### src/rtl/btn_debounce.sv
// Per-channel push-button conditioner: two-flop synchroniser, debounce counter,
// then a registered clean level, a one-cycle press pulse and a press-toggled bit.
//
// state   | meaning
// STABLE  | synchronised input agrees with btn_lvl, counter idle at 0
// PENDING | input differs from btn_lvl, counting consecutive samples toward accept
module btn_debounce #(
  parameter int              NBTN            = 5,
  parameter int              DEBOUNCE_CYCLES = 1000000,
  parameter logic [NBTN-1:0] TGL_INIT        = '0
) (
  input  logic            clk,
  input  logic            rst,
  input  logic [NBTN-1:0] btn_in,
  output logic [NBTN-1:0] btn_lvl,
  output logic [NBTN-1:0] btn_one,
  output logic [NBTN-1:0] btn_tgl
);

  localparam int            CW       = (DEBOUNCE_CYCLES > 1) ? $clog2(DEBOUNCE_CYCLES) : 1;
  localparam logic [CW-1:0] CNT_LAST = CW'(DEBOUNCE_CYCLES - 1);

  localparam logic [0:0] ST_STABLE  = 1'b0;
  localparam logic [0:0] ST_PENDING = 1'b1;

  for (genvar i = 0; i < NBTN; i++) begin : g_ch
    logic          s1;
    logic          s2;
    logic [CW-1:0] cnt;
    logic [0:0]    st;
    logic          lvl;
    logic          one;
    logic          tgl;

    always_ff @(posedge clk or posedge rst) begin
      if (rst) begin
        s1  <= 1'b0;
        s2  <= 1'b0;
        cnt <= '0;
        st  <= ST_STABLE;
        lvl <= 1'b0;
        one <= 1'b0;
        tgl <= TGL_INIT[i];
      end else begin
        s1  <= btn_in[i];
        s2  <= s1;
        one <= 1'b0;
        case (st)
          ST_STABLE: begin
            if (s2 != lvl) begin
              // With DEBOUNCE_CYCLES == 1 the first differing sample is accepted directly.
              if (cnt == CNT_LAST) begin
                lvl <= s2;
                one <= s2;
                tgl <= tgl ^ s2;
                cnt <= '0;
              end else begin
                cnt <= cnt + 1'b1;
                st  <= ST_PENDING;
              end
            end
          end
          default: begin
            if (s2 == lvl) begin
              cnt <= '0;
              st  <= ST_STABLE;
            end else if (cnt == CNT_LAST) begin
              lvl <= s2;
              one <= s2;
              tgl <= tgl ^ s2;
              cnt <= '0;
              st  <= ST_STABLE;
            end else begin
              cnt <= cnt + 1'b1;
            end
          end
        endcase
      end
    end

    assign btn_lvl[i] = lvl;
    assign btn_one[i] = one;
    assign btn_tgl[i] = tgl;
  end

endmodule
### config.mk
export PLATFORM = sky130hd
export DESIGN_NAME = btn_debounce
export DESIGN_NICKNAME = d
export VERILOG_FILES = /design/src/rtl/btn_debounce.sv
export SDC_FILE = /design/constraint.sdc
export NUM_CORES = 1
export LEC_CHECK = 0
export ABC_AREA = 1
export CAP_MARGIN = 20
export CELL_PAD_IN_SITES_DETAIL_PLACEMENT = 0
export CELL_PAD_IN_SITES_GLOBAL_PLACEMENT = 1
export CORE_ASPECT_RATIO = 1.5
export CORE_MARGIN = 1
export CORE_UTILIZATION = 30
export DETAILED_ROUTE_END_ITERATION = 7
export PLACE_DENSITY_LB_ADDON = 0.1
export SLEW_MARGIN = 10
export SYNTH_ARGS = -nofsm -noshare
export SYNTH_HDL_FRONTEND = slang
export SYNTH_SLANG_ARGS = --single-unit
### constraint.sdc
create_clock -name clk -period 11.8 [get_ports clk]
set_clock_uncertainty 0.1 [all_clocks]
set_input_delay 1.77 -clock clk [delete_from_list [all_inputs] [get_ports clk]]
set_output_delay 1.77 -clock clk [all_outputs]
set_load 0.1 [all_outputs]
# Word-level counts from Yosys, hierarchy flattened
# Index checks and enable logic that the tools add are counted.
[totals]
reg_bits = 130
latch_bits = 0
ramBits = 0
mem_bits_ro = 0
in_bits = 7
out_inout_bits = 15
n_memories = 0
[classes]
n_addsub = 5
mul = 0
div_mod_pow = 0
magnitude_cmp = 0
eq_ne = 20
shift = 0
muxes = 100
bitwise_logic = 5
n_reduce_logical = 10
[ops]
columns = ["cell", "count"]
rows = [
  ["$mux W20", 20],
  ["$add A20 B1 Y20 const B", 5],
  ["$eq A20 B20 Y1 const B", 5],
  ["$mux W1", 80],
  ["$ne A2 B2 Y1 const B", 5],
  ["$reduce_and A2 Y1", 5],
  ["$reduce_bool A2 Y1", 5],
  ["$eq A1 B1 Y1", 5],
  ["$ne A1 B1 Y1", 5],
  ["$xor A1 B1 Y1", 5],
]

# Longest topological paths before layout
[logic_depth]
depth_word = 4
ltp_mapped = 10
depth_no_buf = 10

# Worst setup path after synthesis
# No wires, ideal clock.
[synth_timing]
kind = "reg2out"
startpoint = "register g_ch[4].lvl"
endpoint = "output btn_lvl[4]"
arrival_ns = 0.724
t_required_ns = 9.930
path_slack_ns = 9.206
stages_incl_launch_ff = 2
path_cell_list = "dfrtp_1 buf_4"
[synth_lines]
columns = ["item", "line_no", "rtl"]
rows = [
  ["from (decl)", "31", "logic lvl;"],
  ["from (signal assigned)", "41", "lvl <= 1'b0;"],
  ["from (signal assigned)", "53", "lvl <= s2;"],
  ["from (signal assigned)", "68", "lvl <= s2;"],
  ["to (decl)", "15", "output logic [NBTN-1:0] btn_lvl,"],
]
# No word-level cell between the ends.

# Final worst setup path
[layout_timing]
startpoint = "register g_ch[4].lvl"
endpoint = "output btn_lvl[4]"
# No word-level cell between the ends.

==> impl_metrics.tcl <==
set metrics [dict create \
    antenna_cells 0 \
    syn-cell-area_sq_mm 0.00761 \
    critical-path-max-stage-delay_ns 1.17 \
    cts.repair.resized 0 \
    seq_power_share_pct 43.5 \
    cts_max_level 4 \
    fmax_mhz 256 \
    syn_nets 1006 \
    peakVddDrop_mv 0.101 \
    first_iter_violations 275 \
    crit_chain "clkdlybuf4s50_1" \
    cts.sinks 130 \
    clockPowerShare_pct 51.5 \
    numCtsBuffers 17 \
    grt_setup_unrepaired "no" \
    fp.dieW_microns 132 \
    start_kind "register" \
    layout_common_cells "nand2_1 (263), dfrtp_1 (130), nor2_1 (112)" \
    tightest_slew_ns 0.983 \
    met3WireLength_microns 334 \
    pre_cts_ws_ns 7.91 \
    hold_viol 0 \
    total_power_mw 1.09 \
    cts_buffer_depth 2 \
    crit_slowest_cell "clkdlybuf4s50_1" \
    slew_headroom_pct 34.5 \
    ys_seq_elements 130 \
    io_pins 22 \
    vias 6245 \
    post-route-util_pct 34.7 \
    cts_setup_buffers 0 \
    power.density_mw_per_mm2 125 \
    layout.nets 1019 \
    area_delta_synth_final_pct 13.9 \
    synth_cell_types 43 \
    met1_length_microns 7930 \
    yosys_warnings 0 \
    num_rows 71 \
    via_per_inst 4.63 \
    maxSlewViolCount 0 \
    stdcell_area_sq_mm 0.00867 \
    initial_core_util_pct 30.5 \
    synth_edf_count 0 \
    drive_gt1_share_pct 11.5 \
    final_cells 1348 \
    drt-total-wl_microns 19500 \
    crit_family "buffers and inverters" \
    setup_tns_ns 0 \
    clk_pin_slew_worst_paths_ns 0.06 \
    critPathCaptureType "primary output" \
    p_comb_share_pct 5.0 \
    drtPass1Iterations 4 \
    status "finished clean" \
    synth_cells 994 \
    grt_pass1_wl_microns 33300 \
    fin_hold_ws_ns 0.250 \
    grt_max_degree 72 \
    cts_hold_repair.buffers 0 \
    finalCritPeriodShare_pct 33.1 \
    die_y_microns 197 \
    min_path_type "reg2reg" \
    core_sq_mm 0.0250 \
    drc 0 \
    dieArea_sq_mm 0.0260 \
    dpl.hpwl_microns 14300 \
    dpl.cell_count 1316 \
    maxCapViolations 0 \
    n_fill_cell 2678 \
    overflow 0 \
    dr_wl_met2_microns 10800 \
    placed_area_sq_mm 0.00805 \
    switchingPower_mw 0.270 \
    antenna_found_initial 0 \
    syn_avg_cell_area_sq_um 7.65 \
    switching_share_pct 24.8 \
    period_needed_ns 3.91 \
    ant_nets 0 \
    dr.max_layer_used "met4" \
    layout_commonest_cell "nand2_1" \
    p_int_mw 0.817 \
    power.leakage_nw 3.72 \
    clock-root-buffer "clkbuf_16" \
    worstPathBufferInverterCount 1 \
    yosysSeqAreaShare_pct 42.8 \
    gp_congestion 0.776 \
    worstPathRequired_ns 9.93 \
    grt_pass1_vias 6496 \
    crit_type "reg2out" \
    postLayoutSetupSlackWorst_ns 7.89 \
    tritoncts "yes" \
    setup_violations 0 \
    crit_arrival_ns 2.04 \
    clock_latency_ns 0.43 \
    synth_flop_cell "dfrtp_1" \
    port_buffers 21 \
    grt_use_total_pct 16.4 \
    path_max_fanout 5 \
    synthArstFlopShare_pct 100 \
    wl_per_cell_microns 14.5 \
]
-- power groups by stage --
stage                     combinational (mW)  clock [mW]  sequential [mW]
after global routing                  0.0623       0.597            0.475
after floorplan                       0.0402           0            0.478
after global placement                0.0573           0            0.480
after CTS                             0.0571       0.578            0.472
after detailed placement              0.0567           0            0.481
final                                 0.0545       0.560            0.472
-- registers in the layout (all words and copies together) (netlist names) --
| name | flops |
|---|---|
| g_ch.cnt | 100 |
| g_ch.lvl | 5 |
| g_ch.one | 5 |
| g_ch.s1 | 5 |
| g_ch.s2 | 5 |
| g_ch.st | 5 |
| g_ch.tgl | 5 |
-- path summary, 6_finish.rpt --
path,startpoint,end,slack (ns),cells after the start
min,g_ch[3].s1,g_ch[3].s2,0.25,0
max in group asynchronous,rst,g_ch[4].one,8.51,3
max,g_ch[4].lvl,btn_lvl[4],7.89,1
min in group asynchronous,rst,g_ch[0].one,1.68,2
min reg2reg,g_ch[3].s1,g_ch[3].s2,0.25,0
max reg2reg,g_ch[3].lvl,g_ch[3].cnt[14],9.82,8
-- kinds of logic (layout without fill, tap and decap cells) --
group                    after synthesis  count (layout)  share of synthesized area, %
AND/OR/NAND/NOR                      584             584                          36.0
XOR/XNOR                              50              50                          5.95
flip-flops                           130             130                          42.8
adder cells (fa/ha/maj)                5               5                         0.822
buffers and inverters                142             168                          8.22
AO/OA/AOI/OAI                         83              83                          6.20
-- Yosys cell counts (all sizes together) (3+ instances only) --
master,number,area (sq um)
o22ai,18,113
nand2,283,1150
xor2,43,384
o21ai,52,264
xnor2,7,68.8
a21oi,4,23.8
buf,28,191
ha,5,62.6
nand4,29,181
or2,5,33.8
inv,113,429
nand3,101,556
nor2,142,663
dfrtp,130,3250
nand3b,3,35.0
nor3,19,110
-- routing by layer --
metal | vias to the layer above | GRT usage (%)
li1 | 3204 | -
met1 | 2952 | 17.2
met2 | 55 | 31.8
met3 | 34 | 2.87
met4 | 0 | 6.63
met5 | - | 0
-- layout make-up --
type                       count  area (sq um)  area share, %
inverter                     114           439           5.07
multi-input combinational    722          3730           43.0
clock inverter                14           179           2.06
sequential                   130          3250           37.5
timing repair buffer          22           218           2.51
clock buffer                  18           439           5.07
tap                          328           410           4.73
Power figures use the tool's default switching activity.
